**src/rtl/alu_op_issuer_if.sv**
```systemverilog
// -----------------------------------------------------------------------------
// alu_op_issuer_if
// Bundles the three handshakes around the ALU operation issuer:
//   request  : req_valid/req_ready with req_op, req_a, req_b (sequencer -> issuer)
//   ALU bus  : alu_ctrl, alu_a, alu_b out and alu_zlow, alu_zhigh back (issuer <-> ALU)
//   response : rsp_valid/rsp_ready with rsp_zlow, rsp_zhigh, rsp_err (issuer -> consumer)
// Modports:
//   master : the issuer itself (it initiates ALU operations and owns the response)
//   slave  : the surrounding environment (sequencer, ALU and response consumer)
// -----------------------------------------------------------------------------
interface alu_op_issuer_if;
   logic        req_valid;
   logic        req_ready;
   logic [3:0]  req_op;
   logic [31:0] req_a;
   logic [31:0] req_b;
   logic [11:0] alu_ctrl;
   logic [31:0] alu_a;
   logic [31:0] alu_b;
   logic [31:0] alu_zlow;
   logic [31:0] alu_zhigh;
   logic        rsp_valid;
   logic        rsp_ready;
   logic [31:0] rsp_zlow;
   logic [31:0] rsp_zhigh;
   logic        rsp_err;

   modport master (
      input  req_valid, req_op, req_a, req_b, alu_zlow, alu_zhigh, rsp_ready,
      output req_ready, alu_ctrl, alu_a, alu_b, rsp_valid, rsp_zlow, rsp_zhigh, rsp_err
   );

   modport slave (
      output req_valid, req_op, req_a, req_b, alu_zlow, alu_zhigh, rsp_ready,
      input  req_ready, alu_ctrl, alu_a, alu_b, rsp_valid, rsp_zlow, rsp_zhigh, rsp_err
   );
endinterface

```
**src/rtl/alu_op_issuer.sv**
```systemverilog
// -----------------------------------------------------------------------------
// alu_op_issuer
// Initiator side of the ALU operand/control interface. Accepts one encoded ALU
// request at a time, drives the one-hot 12-bit control word and the A/B operands
// for a per-op settle time, captures the 64-bit zhigh:zlow result and returns it
// on a valid/ready response port. Illegal ops (12..15) bypass the ALU and return
// an error response with zero results.
// Ports:
//   clock      : rising-edge clock
//   clear      : synchronous active-high reset, overrides every other input
//   bus        : alu_op_issuer_if.master (request, ALU bus, response)
//   done_count : number of completed response handshakes, wraps to 0
// Parameters:
//   SETTLE_CYCLES : cycles the ALU is driven for single-cycle ops (>=1)
//   MULDIV_CYCLES : cycles the ALU is driven for MUL (op 2) and DIV (op 3) (>=1)
//   CNT_W         : width of done_count
// -----------------------------------------------------------------------------
module alu_op_issuer #(
   parameter int unsigned SETTLE_CYCLES = 1,
   parameter int unsigned MULDIV_CYCLES = 4,
   parameter int unsigned CNT_W         = 16
) (
   input  logic             clock,
   input  logic             clear,
   alu_op_issuer_if.master  bus,
   output logic [CNT_W-1:0] done_count
);

   localparam int unsigned MAX_CYC = (SETTLE_CYCLES > MULDIV_CYCLES) ? SETTLE_CYCLES : MULDIV_CYCLES;
   localparam int unsigned TMR_W   = (MAX_CYC > 1) ? $clog2(MAX_CYC) : 1;

   // The timer is loaded with N-1 so that the ALU is driven for exactly N cycles.
   localparam logic [TMR_W-1:0] SETTLE_LOAD = TMR_W'(SETTLE_CYCLES - 1);
   localparam logic [TMR_W-1:0] MULDIV_LOAD = TMR_W'(MULDIV_CYCLES - 1);

   typedef enum logic [1:0] {
      ST_IDLE  = 2'd0,
      ST_DRIVE = 2'd1,
      ST_RESP  = 2'd2
   } state_t;

   state_t           state_q,      state_d;
   logic [TMR_W-1:0] tmr_q,        tmr_d;
   logic             req_ready_q,  req_ready_d;
   logic [11:0]      alu_ctrl_q,   alu_ctrl_d;
   logic [31:0]      alu_a_q,      alu_a_d;
   logic [31:0]      alu_b_q,      alu_b_d;
   logic             rsp_valid_q,  rsp_valid_d;
   logic [31:0]      rsp_zlow_q,   rsp_zlow_d;
   logic [31:0]      rsp_zhigh_q,  rsp_zhigh_d;
   logic             rsp_err_q,    rsp_err_d;
   logic [CNT_W-1:0] done_count_q, done_count_d;

   // Next-state and next-output computation for the IDLE/DRIVE/RESP sequencer.
   always_comb begin
      state_d      = state_q;
      tmr_d        = tmr_q;
      req_ready_d  = req_ready_q;
      alu_ctrl_d   = alu_ctrl_q;
      alu_a_d      = alu_a_q;
      alu_b_d      = alu_b_q;
      rsp_valid_d  = rsp_valid_q;
      rsp_zlow_d   = rsp_zlow_q;
      rsp_zhigh_d  = rsp_zhigh_q;
      rsp_err_d    = rsp_err_q;
      done_count_d = done_count_q;

      case (state_q)
         ST_IDLE: begin
            if (bus.req_valid && req_ready_q) begin
               req_ready_d = 1'b0;
               if (bus.req_op <= 4'd11) begin
                  state_d    = ST_DRIVE;
                  alu_ctrl_d = 12'd1 << bus.req_op;
                  alu_a_d    = bus.req_a;
                  alu_b_d    = bus.req_b;
                  if ((bus.req_op == 4'd2) || (bus.req_op == 4'd3)) begin
                     tmr_d = MULDIV_LOAD;
                  end else begin
                     tmr_d = SETTLE_LOAD;
                  end
               end else begin
                  // Illegal op: never touch the ALU, answer with an error at once.
                  state_d     = ST_RESP;
                  rsp_valid_d = 1'b1;
                  rsp_err_d   = 1'b1;
                  rsp_zlow_d  = 32'd0;
                  rsp_zhigh_d = 32'd0;
               end
            end else begin
               req_ready_d = 1'b1;
            end
         end

         ST_DRIVE: begin
            if (tmr_q != {TMR_W{1'b0}}) begin
               tmr_d = tmr_q - TMR_W'(1);
            end else begin
               // Settle time elapsed: sample the ALU result and release the control word.
               state_d     = ST_RESP;
               alu_ctrl_d  = 12'd0;
               rsp_valid_d = 1'b1;
               rsp_err_d   = 1'b0;
               rsp_zlow_d  = bus.alu_zlow;
               rsp_zhigh_d = bus.alu_zhigh;
            end
         end

         ST_RESP: begin
            if (rsp_valid_q && bus.rsp_ready) begin
               state_d      = ST_IDLE;
               rsp_valid_d  = 1'b0;
               req_ready_d  = 1'b1;
               done_count_d = done_count_q + CNT_W'(1);
            end else begin
               rsp_valid_d = 1'b1;
            end
         end

         default: begin
            state_d     = ST_IDLE;
            req_ready_d = 1'b1;
            alu_ctrl_d  = 12'd0;
            rsp_valid_d = 1'b0;
         end
      endcase
   end

   // State and registered-output flops with synchronous clear.
   always_ff @(posedge clock) begin
      if (clear) begin
         state_q      <= ST_IDLE;
         tmr_q        <= {TMR_W{1'b0}};
         req_ready_q  <= 1'b1;
         alu_ctrl_q   <= 12'd0;
         alu_a_q      <= 32'd0;
         alu_b_q      <= 32'd0;
         rsp_valid_q  <= 1'b0;
         rsp_zlow_q   <= 32'd0;
         rsp_zhigh_q  <= 32'd0;
         rsp_err_q    <= 1'b0;
         done_count_q <= {CNT_W{1'b0}};
      end else begin
         state_q      <= state_d;
         tmr_q        <= tmr_d;
         req_ready_q  <= req_ready_d;
         alu_ctrl_q   <= alu_ctrl_d;
         alu_a_q      <= alu_a_d;
         alu_b_q      <= alu_b_d;
         rsp_valid_q  <= rsp_valid_d;
         rsp_zlow_q   <= rsp_zlow_d;
         rsp_zhigh_q  <= rsp_zhigh_d;
         rsp_err_q    <= rsp_err_d;
         done_count_q <= done_count_d;
      end
   end

   assign bus.req_ready = req_ready_q;
   assign bus.alu_ctrl  = alu_ctrl_q;
   assign bus.alu_a     = alu_a_q;
   assign bus.alu_b     = alu_b_q;
   assign bus.rsp_valid = rsp_valid_q;
   assign bus.rsp_zlow  = rsp_zlow_q;
   assign bus.rsp_zhigh = rsp_zhigh_q;
   assign bus.rsp_err   = rsp_err_q;
   assign done_count    = done_count_q;

endmodule

```
**src/flat_wrapper.sv**
```systemverilog
// flat-port wrapper written by rule: the top's interface ports become plain ports
module alu_op_issuer_flat 
#(
   parameter int unsigned SETTLE_CYCLES = 1,
   parameter int unsigned MULDIV_CYCLES = 4,
   parameter int unsigned CNT_W         = 16
)
  (clock, clear, done_count, bus_req_valid, bus_req_op, bus_req_a, bus_req_b, bus_alu_zlow, bus_alu_zhigh, bus_rsp_ready, bus_req_ready, bus_alu_ctrl, bus_alu_a, bus_alu_b, bus_rsp_valid, bus_rsp_zlow, bus_rsp_zhigh, bus_rsp_err);
  alu_op_issuer_if bus_i ();
  input  logic clock;
  input  logic clear;
  output logic [CNT_W-1:0] done_count;
  input wire logic [$bits(bus_i.req_valid)-1:0] bus_req_valid;
  input wire logic [$bits(bus_i.req_op)-1:0] bus_req_op;
  input wire logic [$bits(bus_i.req_a)-1:0] bus_req_a;
  input wire logic [$bits(bus_i.req_b)-1:0] bus_req_b;
  input wire logic [$bits(bus_i.alu_zlow)-1:0] bus_alu_zlow;
  input wire logic [$bits(bus_i.alu_zhigh)-1:0] bus_alu_zhigh;
  input wire logic [$bits(bus_i.rsp_ready)-1:0] bus_rsp_ready;
  output wire logic [$bits(bus_i.req_ready)-1:0] bus_req_ready;
  output wire logic [$bits(bus_i.alu_ctrl)-1:0] bus_alu_ctrl;
  output wire logic [$bits(bus_i.alu_a)-1:0] bus_alu_a;
  output wire logic [$bits(bus_i.alu_b)-1:0] bus_alu_b;
  output wire logic [$bits(bus_i.rsp_valid)-1:0] bus_rsp_valid;
  output wire logic [$bits(bus_i.rsp_zlow)-1:0] bus_rsp_zlow;
  output wire logic [$bits(bus_i.rsp_zhigh)-1:0] bus_rsp_zhigh;
  output wire logic [$bits(bus_i.rsp_err)-1:0] bus_rsp_err;
  assign bus_i.req_valid = bus_req_valid;
  assign bus_i.req_op = bus_req_op;
  assign bus_i.req_a = bus_req_a;
  assign bus_i.req_b = bus_req_b;
  assign bus_i.alu_zlow = bus_alu_zlow;
  assign bus_i.alu_zhigh = bus_alu_zhigh;
  assign bus_i.rsp_ready = bus_rsp_ready;
  assign bus_req_ready = bus_i.req_ready;
  assign bus_alu_ctrl = bus_i.alu_ctrl;
  assign bus_alu_a = bus_i.alu_a;
  assign bus_alu_b = bus_i.alu_b;
  assign bus_rsp_valid = bus_i.rsp_valid;
  assign bus_rsp_zlow = bus_i.rsp_zlow;
  assign bus_rsp_zhigh = bus_i.rsp_zhigh;
  assign bus_rsp_err = bus_i.rsp_err;
  alu_op_issuer #(.SETTLE_CYCLES(SETTLE_CYCLES), .MULDIV_CYCLES(MULDIV_CYCLES), .CNT_W(CNT_W)) u_core (.clock(clock), .clear(clear), .bus(bus_i), .done_count(done_count));
endmodule
```
**config.mk**
```make
export PLATFORM = sky130hd
export DESIGN_NAME = alu_op_issuer_flat
export DESIGN_NICKNAME = d
export VERILOG_FILES = /design/src/rtl/alu_op_issuer_if.sv /design/src/rtl/alu_op_issuer.sv /design/src/flat_wrapper.sv
export SDC_FILE = /design/constraint.sdc
export NUM_CORES = 1
export LEC_CHECK = 0
export CORE_MARGIN = 4
export CORE_UTILIZATION = 43
export DETAILED_ROUTE_END_ITERATION = 8
export PLACE_DENSITY = 0.9
export SETUP_SLACK_MARGIN = 0.4
export SYNTH_ARGS = -nofsm -noshare
export SYNTH_HDL_FRONTEND = slang
export SYNTH_SLANG_ARGS = --single-unit
export TNS_END_PERCENT = 50
```
**constraint.sdc**
```tcl
create_clock -name clock -period 3 [get_ports clock]
set_clock_uncertainty 0.15 [all_clocks]
set_input_delay 0.6 -clock clock [delete_from_list [all_inputs] [get_ports clock]]
set_output_delay 0.6 -clock clock [all_outputs]
set_load 0.005 [all_outputs]
```
==> reports/qor.yml, run 1 <==
cts:
  cts_buffer_depth: 2
  clk_latency_ns: 0.42
  cts_resized: 0
  cts_htree_levels: 4
  cts.sinks: 163
  ctsHoldBuffers: 0
  root_buffer: "clkbuf_16"
  postCtsSetupRepairBufs: 0
  path_clk_slew_ns: 0.06
  cts_tree: "done"
  numCtsBuffers: 17
final_layout:
  n_fill_cell: 932
  fin_nets: 1017
  layout_common_cells: "clkdlybuf4s50_1, dfxtp_1, nand2_1"
  final_common_cell: "clkdlybuf4s50_1"
  final_layout_size_suffix_gt1_frac: 0.0572
  final_cells: 1068
  area_growth_pct: 62.5
  antenna_cells: 0
  utilization: 0.712
sta:
  drv_slew: 0
  rsz0062_at_grt: "no"
  fin_crit_ns: 2.26
  fmax_mhz: 442
  tns_ns: 0
  setup_violations: 0
  hold_viol_final: 0
  worstMarginPinSlew_ns: 0.676
  relSlewSlack: 0.549
  period_share: 0.754
drt:
  first_iter_violations: 335
  vias_per_cell: 5.14
  drc_errors: 0
  ant_nets: 0
  vias: 5493
  detail_route.wl_per_cell_um: 17.1
  routed_wl_um: 18300
  drtPass1Iterations: 5
power_and_ir_drop:
  leakage_nw: 3.48
  power_density_mw_per_mm2: 594
  ir_drop_v: 0.000358
placement:
  routabilityCongestion: 0.791
  portBuffers: 294
  dp_hpwl_um: 13000
  placedCellCount: 1036
hold_path:
  hold_path_end: "u_core.bus.alu_b[16]"
  hold_class: "reg -> reg"
  hp-start: "u_core.bus.alu_b[16]"
  hold_depth: 2
global_route:
  grt.overflow.total: 0
  met3_usage: 0.0781
  antenna_found_initial: 0
  met1_usage: 0.253
  grt_max_degree: 65
  grt_pass1_wl_um: 27000
  met2_usage: 0.389
  busiest_layer: "met2"
  grt.total_usage: 0.225
  grt_pass1_vias: 5381
floorplan:
  core_area_mm2: 0.0132
  io_pins: 295
  start_util: 0.438
  fp-row-count: 42
  die_height_um: 124
  die_w_um: 124
  design.die.area_mm2: 0.0154
synthesis:
  syn_area_mm2: 0.00580
  synth-seq-cells: 163
  synth_compound_area_frac: 0.202
  synth.top_cell.area_share: 0.562
  synth_edf_count: 0
  synth.area.mux_share: 0.00431
  syn_nets: 741
  ys.flop_type: "dfxtp_1"
  ys_types: 50
  synthArstFlopShare: 0
  synthAdderAreaFrac: 0.00431
  avgSynthCellArea_um2: 9.62
  synth_top_family_by_area: "compound AO/OA/AOI/OAI gates"
  seq_area_frac_synth: 0.562
  yosysWarnings: 0
  yosys.area_share.simple: 0.164
  syn_inst: 603
  synth_xor_area_frac: 0.0136
  synth.area.top_cells: "dfxtp_1, a22o_1, nand2_1"
  yosysTopAreaCell: "dfxtp_1"
critical_path:
  critPathRequiredTime_ns: 3.20
  reg2reg_from: "u_core.tmr_q[0]"
  path_class: "in -> reg"
  critPathLaunchType: "primary input"
  reg2reg_depth: 7
  r2r_end: "u_core.bus.rsp_zhigh[16]"
  cp-end-kind: "flop"
  r2r_slack_ns: 0.83
  cp.arrival_ns: 2.47
  path_max_fanout: 64
flow_run:
  drv_cap: 0
status:
  status: "completed"
cells in the mapped netlist (2+ instances only):
master    instances
dfxtp_1         163
a22o_1           64
nor2b_1           2
clkbuf_1         17
o21ai_0           4
nor2_1           29
and4_1            2
and2_1            4
a22oi_1           6
nand2_1         136
or3_1             2
nor3b_1           2
nor3_1            2
nand2b_1          2
a21oi_1          78
buf_8             6
ha_1              2
o41ai_1           4
nand4_1           4
buf_6             2
xnor2_1           3
buf_1             2
a21oi_2           2
a32oi_1           2
buf_2            15
and3_1            5
nand3b_1          6
inv_1             5
nand4b_1          2
nand3_1           5
xor2_1            6
stage by stage:
| stage | hold slack, ns | instance area [µm²] | setup WS (ns) | power (mW) |
|---|---|---|---|---|
| detailed placement | 0.296 | 8780 | 0.345 | 3.28 |
| global placement | 0.291 | 8780 | 0.374 | 3.25 |
| global route | 0.323 | 9430 | 0.629 | 5.79 |
| floorplan | 0.281 | 5800 | 1.24 | 2.77 |
| finish | 0.302 | 9430 | 0.738 | 5.60 |
| CTS | 0.305 | 9430 | 0.769 | 5.65 |
flip-flops by register name, indices dropped and copies added (netlist names):
name and count:
u_core.bus.req_ready 1, u_core.state_q 2, u_core.bus.alu_ctrl 12, u_core.done_count 16
u_core.bus.rsp_zlow 32, u_core.bus.rsp_err 1, u_core.bus.alu_a 32, u_core.tmr_q 2
u_core.bus.rsp_valid 1, u_core.bus.rsp_zhigh 32, u_core.bus.alu_b 32
power breakdown:
| part | total, mW | switching, mW | leakage [nW] | internal [mW] |
|---|---|---|---|---|
| clock | 2.37 | 0.868 | 0.305 | 1.50 |
| sequential | 2.38 | 0.0817 | 1.33 | 2.30 |
| combinational | 0.853 | 0.365 | 1.85 | 0.488 |
| total | 5.60 | 1.31 | 3.48 | 4.28 |
worst max-delay path by stage:
stage                  startpoint                       end  slack, ns  cells after the start
floorplan           bus_rsp_ready      u_core.done_count[9]       1.24                      5
detailed placement  bus_req_op[3]   u_core.bus.rsp_zlow[14]       0.34                      6
CTS                 bus_req_op[3]  u_core.bus.rsp_zhigh[16]       0.77                      6
global placement    bus_req_op[3]    u_core.bus.rsp_zlow[7]       0.37                      6
finish              bus_req_op[3]  u_core.bus.rsp_zhigh[16]       0.74                      6
global route        bus_req_op[3]  u_core.bus.rsp_zhigh[16]       0.63                      6
cells by family after synthesis:
kind of cell               count (synthesis)
AOI/OAI and AO/OA                        169
xor gates and xnor gates                   9
adders and majority gates                  2
buffers and inverters                     48
DFF                                      163
muxes                                      2
and+or+nand+nor                          210
per-layer routing:
metal | share of wire | vias to the layer above
li1 | - | 2658
met1 | 0.37 | 2574
met2 | 0.51 | 219
met3 | 0.088 | 42
met4 | 0.027 | 0
met5 | 0 | -
worst max-delay path, stage by stage:
cell and delay (ns):
clkdlybuf4s50_1 0.54, a21oi_1 0.22, nor2_1 0.11, a21oi_4 0.13
buf_4 0.55, a22o_1 0.28
layout make-up:
cell class              count  area (µm²)  area share
clock buffers              19         443      0.0470
clock inverters            13         208      0.0220
inverters                   5        18.8     0.00199
multi-input cells         392        2260       0.240
flip-flops and latches    163        3260       0.346
well taps                 176         220      0.0234
repair buffers            300        3010       0.319
Power figures use the tool's default switching activity.
==> run 2, diff against run 1 <==
- CORE_UTILIZATION: 43 -> 40
- PLACE_DENSITY: 0.9 -> 0.84
- clock period: 3 -> 2.1 ns (I/O delays scaled with it)
==> reports/qor.yml, run 2 (synthesis gave the netlist of run 1 again) <==
status:
  status: "completed"
sta:
  rsz0062_at_grt: "yes"
  fmax_mhz: 589
  setup_violations: 0  # unchanged
  drv_slew: 0  # unchanged
  relSlewSlack: 0.760  # +0.211
  hold_viol_final: 0  # unchanged
  worstMarginPinSlew_ns: 0.359  # -0.317 ns
  whs_ns: 0.241  # -0.0613 ns
  fin_ws_ns: 0.401  # -0.337 ns
  fin_crit_ns: 1.70
  period_share: 0.809
  tns_ns: 0  # unchanged
critical_path:
  r2r_slack_ns: 0.40  # -0.43 ns
  critPathLaunchType: "flop"
  path_class: "reg -> reg"
  reg2reg_from: "u_core.tmr_q[0]"
  cp.arrival_ns: 1.91  # -0.56 ns
  critPathRequiredTime_ns: 2.31  # -0.89 ns
  crit_start: "u_core.tmr_q[0]"
  cp-end-kind: "flop"
  path_max_fanout: 10  # -84%
final_layout:
  regArea_mm2: 0.00331  # +1.3%
  area_growth_pct: 68.5
  multi_input_area_mm2: 0.00231  # +2.1%
  utilization: 0.696  # -0.0157
  antenna_cells: 0  # unchanged
  layout_common_cells: "dfxtp_1, nand2_1, clkdlybuf4s50_1"
  final_layout_size_suffix_gt1_frac: 0.120  # +0.0624
  final_common_cell: "dfxtp_1"
  fin_nets: 1045  # +2.8%
  n_fill_cell: 1056  # +13%
cts:
  numCtsBuffers: 17  # unchanged
  cts_buffer_depth: 2  # unchanged
  path_clk_slew_ns: 0.06  # about the same
  ctsHoldBuffers: 0  # unchanged
  clk_latency_ns: 0.42  # about the same
  cts_htree_levels: 4  # unchanged
  root_buffer: "clkbuf_16"
  cts.sinks: 163  # unchanged
  cts_tree: "done"
flow_run:
  drv_cap: 0  # unchanged
power_and_ir_drop:
  p_int_mw: 5.94  # +39%
  p_comb_frac: 0.165  # +0.013
  p_clk_frac: 0.406  # -0.016
  switching_share: 0.250  # +0.0153
  power_density_mw_per_mm2: 810  # +36%
  ir_drop_v: 0.000521  # +45%
  leakage_nw: 4.78  # +37%
  p_sw_mw: 1.98  # +51%
  seqPwrFrac: 0.429  # +0.004
  power_mw: 7.92  # +41%
global_route:
  grt_pass1_wl_um: 27000  # -0.18%
  grt_pass1_vias: 5303  # -1.4%
  grt.overflow.total: 0  # unchanged
  grt_max_degree: 65  # unchanged
  grt.total_usage: 0.207  # -0.0185
  antenna_found_initial: 0  # unchanged
placement:
  dp_hpwl_um: 13000  # about the same
  dp_slack_ns: 0.0128  # -0.332 ns
  routabilityCongestion: 0.772  # -2.5%
  portBuffers: 294  # unchanged
floorplan:
  die_height_um: 128  # +3.4%
  design.die.area_mm2: 0.0165  # +7.0%
  fp-row-count: 43  # +2.4%
  core_area_mm2: 0.0140  # +6.0%
  start_util: 0.413  # -0.0249
  die_w_um: 128  # +3.4%
  io_pins: 295  # unchanged
hold_path:
  hp-start: "clear"
  hold_class: "in -> reg"
drt:
  vias_per_cell: 5.10  # -0.89%
  vias: 5607  # +2.1%
  drtPass1Iterations: 4  # -1
  first_iter_violations: 338  # +0.90%
  ant_nets: 0  # unchanged
  detail_route.wl_per_cell_um: 17.6  # +2.5%
  drc_errors: 0  # unchanged
  routed_wl_um: 19300  # +5.6%
==> run 2: cell types whose count changed in the layout (fill, tap and decap cells not counted), moves of 5 or more <==
cell / delta
buf_12: +6
buf_4: +16
dlygate4sd2_1: +131
dfxtp_2: +22
inv_6: +5
clkbuf_16: +5
clkdlybuf4s50_1: -160
dfxtp_1: -26
dlymetal6s2s_1: +29
==> run 2: stage by stage <==
step           cell area (µm²)  std cells
6_report                  9780       1100
5_1_grt                   9780       1100
4_1_cts                   9460       1089
3_5_place_dp              8950       1054
3_3_place_gp              8950       1054
2_1_floorplan             5800        603
==> run 2: final timing paths <==
check	endpoint	depth (start not counted)
worst max register to register	u_core.bus.rsp_zhigh[24]	8
worst min register to register	u_core.bus.alu_a[18]	2
worst min-delay path	u_core.bus.alu_ctrl[8]	2
worst max-delay path	u_core.bus.rsp_zhigh[24]	8
==> run 2: timing repair <==
action,CTS,global route
pin swaps,0,1
setup buffers,3,5
endpoints found under the setup margin,264,180
resized for setup,154,43
gates cloned,0,6
==> run 2: per-layer routing <==
layer  global-route usage  up-vias  share of wire
li1                     -     2715              -
met1                0.225     2622           0.38
met2                0.356      229           0.50
met3               0.0722       41          0.090
met4                0.104        0          0.031
met5                    0        -              0
==> run 2: layout make-up <==
type / instances / area share
inverters: 5 / 0.00192
flip-flops and latches: 163 / 0.338
clock buffers: 18 / 0.0449
clock inverters: 14 / 0.0180
well taps: 180 / 0.0230
multi-input cells: 392 / 0.236
repair buffers: 328 / 0.338
==> run 2: critical path: stages (launching register included) <==
cell and delay (ns):
dfxtp_2 0.33, inv_1 0.07, ha_4 0.18, a21oi_4 0.17, nand2_4 0.09, a21oi_4 0.18, buf_12 0.17, clkbuf_16 0.17
a22o_1 0.14
==> run 2: power by group through the flow <==
| stage | Combinational [mW] | Sequential (mW) | Clock (mW) |
|---|---|---|---|
| floorplan | 0.503 | 3.46 | 0 |
| global placement | 1.27 | 3.46 | 0 |
| detailed placement | 1.28 | 3.46 | 0 |
| CTS | 1.19 | 3.39 | 3.28 |
| global route | 1.42 | 3.42 | 3.40 |
| finish | 1.31 | 3.39 | 3.22 |
==> run 3, diff against run 2 <==
- CORE_UTILIZATION: 40 -> 36
- PLACE_DENSITY: 0.84 -> 0.8
- clock period: 2.1 -> 1.4 ns (I/O delays scaled with it)
==> reports/qor.yml, run 3 (synthesis gave the netlist of run 1 again) <==
status:
  status: "complete, but fails checks"
  violations: "negative setup slack"
sta:
  tns_ns: -31.15  # -31.15 ns
  fmax_mhz: 587  # -0.28%
  hold_viol_final: 0  # unchanged
  setup_violations: 226  # +226
  fin_ws_ns: -0.303  # -0.705 ns
  period_share: 1.22  # +0.408
  drv_slew: 0  # unchanged
  rsz0062_at_grt: "yes"
  worstMarginPinSlew_ns: 0.358  # -0.000411 ns
  whs_ns: 0.145  # -0.0954 ns
  relSlewSlack: 0.761  # +0.00102
  fin_crit_ns: 1.70  # +0.00481 ns
power_and_ir_drop:
  seqPwrFrac: 0.405  # -0.024
  p_clk_frac: 0.396  # -0.010
  ir_drop_v: 0.000833  # +60%
  p_int_mw: 9.51  # +60%
  switching_share: 0.250  # +0.000286
  p_sw_mw: 3.18  # +60%
  p_comb_frac: 0.198  # +0.033
  power_density_mw_per_mm2: 1170  # +44%
  leakage_nw: 4.74  # -0.82%
  power_mw: 12.7  # +60%
final_layout:
  area_growth_pct: 87.1
  layout_common_cells: "clkdlybuf4s50_1, nand2_1, dfxtp_2"
  final_layout_size_suffix_gt1_frac: 0.414  # +0.295
  multi_input_area_mm2: 0.00252  # +9.0%
  fin_nets: 1124  # +7.6%
  antenna_cells: 0  # unchanged
  final_cells: 1215  # +10%
  utilization: 0.686  # -0.0103
  n_fill_cell: 1162  # +10%
  regArea_mm2: 0.00340  # +2.9%
  final_common_cell: "clkdlybuf4s50_1"
cts:
  ctsHoldBuffers: 0  # unchanged
  root_buffer: "clkbuf_16"
  clk_latency_ns: 0.42  # about the same
  cts_tree: "done"
  cts_htree_levels: 4  # unchanged
  cts.sinks: 163  # unchanged
  numCtsBuffers: 17  # unchanged
  path_clk_slew_ns: 0.07  # about the same
  cts_buffer_depth: 2  # unchanged
placement:
  placedCellCount: 1127  # +6.9%
  portBuffers: 294  # unchanged
  dp_hpwl_um: 13600  # +5.0%
  routabilityCongestion: 0.800  # +3.6%
global_route:
  grt.total_usage: 0.210  # +0.00330
  grt.overflow.total: 0  # unchanged
  antenna_found_initial: 0  # unchanged
  grt_pass1_wl_um: 30600  # +14%
  grt_max_degree: 68  # +4.6%
  grt_pass1_vias: 5800  # +9.4%
drt:
  vias_per_cell: 4.96  # -2.7%
  ant_nets: 0  # unchanged
  vias: 6027  # +7.5%
  detail_route.wl_per_cell_um: 18.1  # +3.0%
  first_iter_violations: 330  # -2.4%
  drc_errors: 0  # unchanged
  drtPass1Iterations: 5  # +1
  routed_wl_um: 22000  # +14%
flow_run:
  drv_cap: 0  # unchanged
floorplan:
  io_pins: 295  # unchanged
  die_w_um: 135  # +5.1%
  start_util: 0.367  # -0.0466
  die_height_um: 135  # +5.1%
  design.die.area_mm2: 0.0182  # +10%
  fp-row-count: 46  # +7.0%
  core_area_mm2: 0.0158  # +13%
critical_path:
  critPathRequiredTime_ns: 1.61  # -0.70 ns
  path_max_fanout: 5  # -5
  path_class: "reg -> reg"
  reg2reg_from: "u_core.tmr_q[0]"
  critPathLaunchType: "flop"
  cp-end-kind: "flop"
  crit_start: "u_core.tmr_q[0]"
  cp.arrival_ns: 1.91  # about the same
hold_path:
  hold_class: "in -> reg"
  hp-start: "clear"
run 3: changes by cell type in the layout (fill, tap and decap cells not counted), sizes merged:
cell           delta
clkdlybuf4s50     +1
dlymetal6s2s     -29
clkdlybuf4s15     +2
clkbuf            +5
inv               -3
dlygate4sd2      -71
clkinv            -1
buf             +174
bufinv            +1
run 3: path summary, 6_finish.rpt:
path	end	slack (ns)	cells past startpoint
setup reg to reg	u_core.bus.rsp_zhigh[19]	-0.30	8
hold / removal	u_core.bus.rsp_err	0.15	3
hold reg to reg	u_core.bus.alu_a[4]	0.30	2
setup / recovery	u_core.bus.rsp_zhigh[19]	-0.30	8
run 3: repair_timing:
item	4_1_cts	5_1_grt
gates cloned	2	9
setup endpoints to repair	322	322
pin swaps	7	12
setup buffers	36	9
gates resized for setup	647	54
run 3: stage by stage:
stage,instance area [µm²],setup slack (ns)
2_1_floorplan,5870,-0.245
3_3_place_gp,9330,-0.527
3_5_place_dp,9330,-0.574
4_1_cts,10400,-0.276
5_1_grt,10900,-0.364
6_report,10900,-0.303
run 3: layout make-up:
cell class,instances,area share
inverter,5,0.00173
clock buffer,21,0.0424
tap,216,0.0249
sequential,163,0.313
clock inverter,11,0.0161
timing repair buffer,407,0.369
multi-input combinational,392,0.232
run 3: critical path: stages, from the launching register on:
cell,delay [ns]
dfxtp_2,0.33
inv_2,0.05
ha_4,0.17
a21oi_4,0.15
nand2_2,0.10
a21oi_4,0.22
buf_6,0.19
clkbuf_16,0.15
a22o_1,0.14
run 3: power groups by stage:
stage	combinational [mW]	clock, mW	sequential (mW)
finish	2.52	5.03	5.14
global route	2.68	5.31	5.17
CTS	2.19	5.10	5.13
detailed placement	2.08	0	5.19
global placement	2.05	0	5.18
floorplan	0.806	0	5.19
run 3: metal layers:
metal	vias up	track usage	routed length, µm
li1	2876	-	-
met1	2867	0.238	8450
met2	226	0.370	11300
met3	58	0.0570	1530
met4	0	0.0901	680
met5	-	0	0
==> RTL change 1: new RTL, config.mk and constraints of run 2 <==
Encoding of `state_t`: now one-hot (3 bits for 3 states).
--- a/src/rtl/alu_op_issuer.sv
+++ b/src/rtl/alu_op_issuer.sv
@@ -33,10 +33,10 @@
    localparam logic [TMR_W-1:0] SETTLE_LOAD = TMR_W'(SETTLE_CYCLES - 1);
    localparam logic [TMR_W-1:0] MULDIV_LOAD = TMR_W'(MULDIV_CYCLES - 1);
 
-   typedef enum logic [1:0] {
-      ST_IDLE  = 2'd0,
-      ST_DRIVE = 2'd1,
-      ST_RESP  = 2'd2
+   typedef enum logic [2:0] {
+      ST_IDLE  = 3'b001,
+      ST_DRIVE = 3'b010,
+      ST_RESP  = 3'b100
    } state_t;
 
    state_t           state_q,      state_d;
Formal check against the unedited RTL: no difference found for any inputs over 4 cycles, from zero or initial values; so few cycles prove little.
==> RTL change 1 against run 2 <==
Synthesized area up 4.2%. Routed wire length is 26% higher. Sequential cell count grew 1. Count of clock-buffer cells in the layout up 3. Global-route usage is 2.8 points higher. Core utilization grew 7.9 points. Synthesized cell count increased by 5.0%. Worst setup slack worse by 0.34 ns. First-iteration DRC count is 4.4% lower. Cell count grew 7.2%. Design area rose by 16%.
Power is not compared: it rests on default switching activity, and its combinational part moved more than twofold at a synthesized area within 25%.
==> RTL change 1: results <==
[placement]
place_congestion = 0.818
place_inst = 1109
placed_area_um2 = 9480
dpl.hpwl_mm = 14.3
pre_cts_ws_ns = -0.324
port_buffers = 294

[final_layout]
n_fill_cell = 842
drive_gt1_share_pct = 26.5

[setup_path]
crit_end = "u_core.bus.alu_b[29]"
max_stage_delay_ns = 0.43
worstPathArrival_ns = 2.23
ff2ff_setup_slack_ns = 0.06
reg2reg_depth = 9
cp_top_family = "simple AND/OR/NAND/NOR gates"
cp_max_fo = 8
startpoint = "u_core.state_q[1]"
crit_path_top_delay_cell = "or3b_4"

[clock_tree]
cts_buffers = 17
clkTransAtPathRegs_ns = 0.07
cts_buffer_depth = 2
cts_root_buf = "clkbuf_16"
htreeDepth = 4

[detailed_routing]
drt_iter0_drc = 323
drt_pass1_iterations = 5
routedWlPerCell_um = 20.6
drt_wl_total_mm = 24.3
vias = 6485

[synthesis]
seq_area_frac_synth_pct = 54.3
yosys_most_used_dff = "dfxtp_1"
ys_seq_elements = 164
avgSynthCellArea_um2 = 9.55
ys_top_cells_by_count = "dfxtp_1 (164), nand2_1 (164), a21oi_1 (77), a32o_1 (64), buf_2 (22)"
synth_cell_type_count = 50
synth.area.top_cells = "dfxtp_1 (54%), a32o_1 (11%), nand2_1 (10%)"
yosys_warnings = 0
synth_fp_nets = 771

[sta]
fin_hold_ws_ns = 0.308
tightestPinTransition_ns = 0.489
period_needed_ns = 2.04

[global_route]
antenna_found_initial = 0
grt_pass1_wl_mm = 31.5
grt_pass1_vias = 6254
grt_max_degree = 77
grt.total_usage_pct = 23.5

[worst_hold_path]
min_path_cells = 2
min_path_type = "flop to flop"
hold_start = "u_core.bus.alu_b[19]"
hold_path_end = "u_core.bus.alu_b[19]"

[outcome]
outcome = "finished, final reports clean"

[die]
rows = 44

[power]
p_leak_nw = 4.37
[RTL change 1: cell count changes after synthesis, moves of 7 or more]
| cell | change |
|---|---|
| a22o_1 | -64 |
| a32o_1 | +64 |
| nand2_1 | +28 |
| nor2_1 | -21 |
| mux2i_1 | +11 |
| buf_2 | +7 |
[RTL change 1: timing repair]
action,4_1_cts,5_1_grt
hold buffers,0,0
setup endpoints to repair,314,306
cloned,8,7
buffers inserted,15,8
pin swaps,37,63
gates resized for setup,96,139
[RTL change 1: routing by layer]
layer,track usage [%],vias to the layer above,wire length (um)
met5,0,-,0
met4,9.32,0,667
met3,10.6,52,2430
met2,41.6,302,12300
met1,24.0,3150,8810
li1,-,2981,-
[RTL change 1: power groups by stage]
| stage | combinational (W) | clock, W | sequential, W |
|---|---|---|---|
| 4_1_cts | 0.00257 | 0.00309 | 0.00346 |
| 3_5_place_dp | 0.00199 | 0 | 0.00353 |
| 3_3_place_gp | 0.00196 | 0 | 0.00352 |
| 5_1_grt | 0.00322 | 0.00322 | 0.00350 |
| 2_1_floorplan | 0.000911 | 0 | 0.00353 |
| 6_report | 0.00308 | 0.00307 | 0.00349 |
[RTL change 1: logic make-up after synthesis]
logic type / share of synthesized area (%)
compound gates: 20.5
xor+xnor: 0.869
fa+ha+maj: 0.414
buf+inv: 5.07
flops: 54.3
mux: 2.17
simple gates: 16.7
[RTL change 1: area by class of cell]
class	instances	area [um^2]	area share [%]
multi-input cells	410	3130	27.6
flip-flops and latches	164	3320	29.2
well taps	184	230	2.03
repair buffers	382	4080	35.9
clock inverters	11	129	1.13
clock buffers	21	440	3.88
inverters	7	26.3	0.231
[RTL change 1: worst min-delay path, stage by stage, from the launching register on]
cell and delay [ns]:
dfxtp_1 0.31, nand2_1 0.05, a21oi_1 0.05
==> RTL change 2: new RTL, config.mk and constraints of run 2 <==
Without the edit above. `MULDIV_CYCLES` is set to 4 in 2 places; all go to 8.
--- a/src/rtl/alu_op_issuer.sv
+++ b/src/rtl/alu_op_issuer.sv
@@ -17,7 +17,7 @@
 // -----------------------------------------------------------------------------
 module alu_op_issuer #(
    parameter int unsigned SETTLE_CYCLES = 1,
-   parameter int unsigned MULDIV_CYCLES = 4,
+   parameter int unsigned MULDIV_CYCLES = 8,
    parameter int unsigned CNT_W         = 16
 ) (
    input  logic             clock,
--- a/src/flat_wrapper.sv
+++ b/src/flat_wrapper.sv
@@ -2,7 +2,7 @@
 module alu_op_issuer_flat 
 #(
    parameter int unsigned SETTLE_CYCLES = 1,
-   parameter int unsigned MULDIV_CYCLES = 4,
+   parameter int unsigned MULDIV_CYCLES = 8,
    parameter int unsigned CNT_W         = 16
 )
   (clock, clear, done_count, bus_req_valid, bus_req_op, bus_req_a, bus_req_b, bus_alu_zlow, bus_alu_zhigh, bus_rsp_ready, bus_req_ready, bus_alu_ctrl, bus_alu_a, bus_alu_b, bus_rsp_valid, bus_rsp_zlow, bus_rsp_zhigh, bus_rsp_err);
Behaviour: not the same (Yosys sat finds a counterexample within 10 cycles, from zero or initial values).
==> RTL change 2 against run 2 <==
Routed wire length increased by 7.3%. Design area grew 2.9%. Total power rose by 5.7%. Fmax down 7.9%. Critical endpoint is now u_core.bus.rsp_zhigh[21]. Cell count increased by 4.9%. Die area is 0.16% higher. Sequential cell count grew 1. Worst setup slack got worse by 0.14 ns. Synthesized area increased by 0.17%.
==> RTL change 2: results <==
[outcome]
outcome = "finished, final reports clean"

[power]
ir_worst_vdd_v = 0.000863
p_leak_nw = 4.45
sw_frac_of_total_pct = 25.9

[placement]
dpl.hpwl_mm = 13.7
place_congestion = 0.803
placed_area_um2 = 9190
port_buffers = 294
pre_cts_ws_ns = -0.304

[sta]
timing.slew.headroom_pct = 78.8
fin_hold_ws_ns = 0.230
fin_crit_sh_pct = 87.8

[synthesis]
async_reset_ff_share_pct = 0
synth_compound_area_share_pct = 19.5
synth_fp_nets = 768
synth.area.top_cells = "dfxtp_1 (56%), a22o_1 (9.6%), nand2_1 (9.6%)"
synth_xor_area_share_pct = 1.36
syn_inst = 629
synth_cell_type_count = 45
synth_mux_area_share_pct = 0.194
seq_area_frac_synth_pct = 56.5
ys_top_cells_by_count = "dfxtp_1 (164), nand2_1 (149), a21oi_1 (85), a22o_1 (64), clkbuf_1 (33)"
synth_adder_area_share_pct = 0.646

[detailed_routing]
drt_wl_total_mm = 20.7
wl_met3_mm = 1.97
wl_met1_mm = 7.99
drt_pass1_iterations = 5
drt_iter0_drc = 324
vias = 5970
met2_length_mm = 10.3

[global_route]
grt.total_usage_pct = 22.9
grt_pass1_vias = 5761
grt_pass1_wl_mm = 30.1
grtUsageMet3_pct = 9.38
grt_use_met1_pct = 25.4
use_met2_pct = 40.1

[setup_path]
worstReg2RegEnd = "u_core.bus.rsp_zhigh[21]"
worstPathArrival_ns = 2.00
ff2ff_setup_slack_ns = 0.26
cp_max_fo = 32
cp_top_family = "buffers and inverters"
crit_end = "u_core.bus.rsp_zhigh[21]"

[clock_tree]
cts_resized = 192
cts_setup_buffers = 15

[worst_hold_path]
min_path_type = "input port to flop"

[final_layout]
drive_gt1_share_pct = 15.4
nNetsFinal = 1101
stdcell_count = 1154
RTL change 2: cell count changes in the layout (fill, tap and decap cells not counted), sizes merged, moves of 9 or more:
cell           before  now
buf                30   57
clkdlybuf4s50     133  148
dlygate4sd2       131  140
dlymetal6s2s       29    2
nand2             137  149
nor2               30   20
RTL change 2: worst min-delay path by stage:
stage                        endpoint              startpoint  cells past startpoint
3_5_place_dp   u_core.bus.alu_ctrl[7]  u_core.bus.alu_ctrl[7]                      2
4_1_cts          u_core.done_count[7]                   clear                      2
5_1_grt          u_core.done_count[7]                   clear                      2
2_1_floorplan         u_core.tmr_q[0]         u_core.tmr_q[0]                      1
6_report        u_core.done_count[11]                   clear                      2
3_3_place_gp   u_core.bus.alu_ctrl[7]  u_core.bus.alu_ctrl[7]                      2
RTL change 2: logic make-up (layout without fill, tap and decap cells):
logic type               after synthesis  after routing
multiplexers                           1              1
adder cells (fa/ha/maj)                3              3
AND/OR/NAND/NOR                      232            233
buffers and inverters                 51            395
AO/OA/AOI/OAI                        169            169
XOR/XNOR                               9              9
flip-flops                           164            164
RTL change 2: power groups by stage:
stage | combinational (W) | clock (W) | sequential [W]
6_report | 0.00174 | 0.00311 | 0.00351
5_1_grt | 0.00189 | 0.00328 | 0.00354
2_1_floorplan | 0.000650 | 0 | 0.00359
4_1_cts | 0.00165 | 0.00317 | 0.00351
3_3_place_gp | 0.00162 | 0 | 0.00358
3_5_place_dp | 0.00164 | 0 | 0.00359
RTL change 2: layout make-up:
| class | count | area [um^2] |
|---|---|---|
| fillers | 1074 | 3980 |
| multi-input cells | 415 | 2430 |
| clock buffers | 19 | 433 |
| inverters | 8 | 30.0 |
| clock inverters | 12 | 155 |
| repair buffers | 356 | 3440 |
| well taps | 180 | 225 |
| flip-flops and latches | 164 | 3350 |
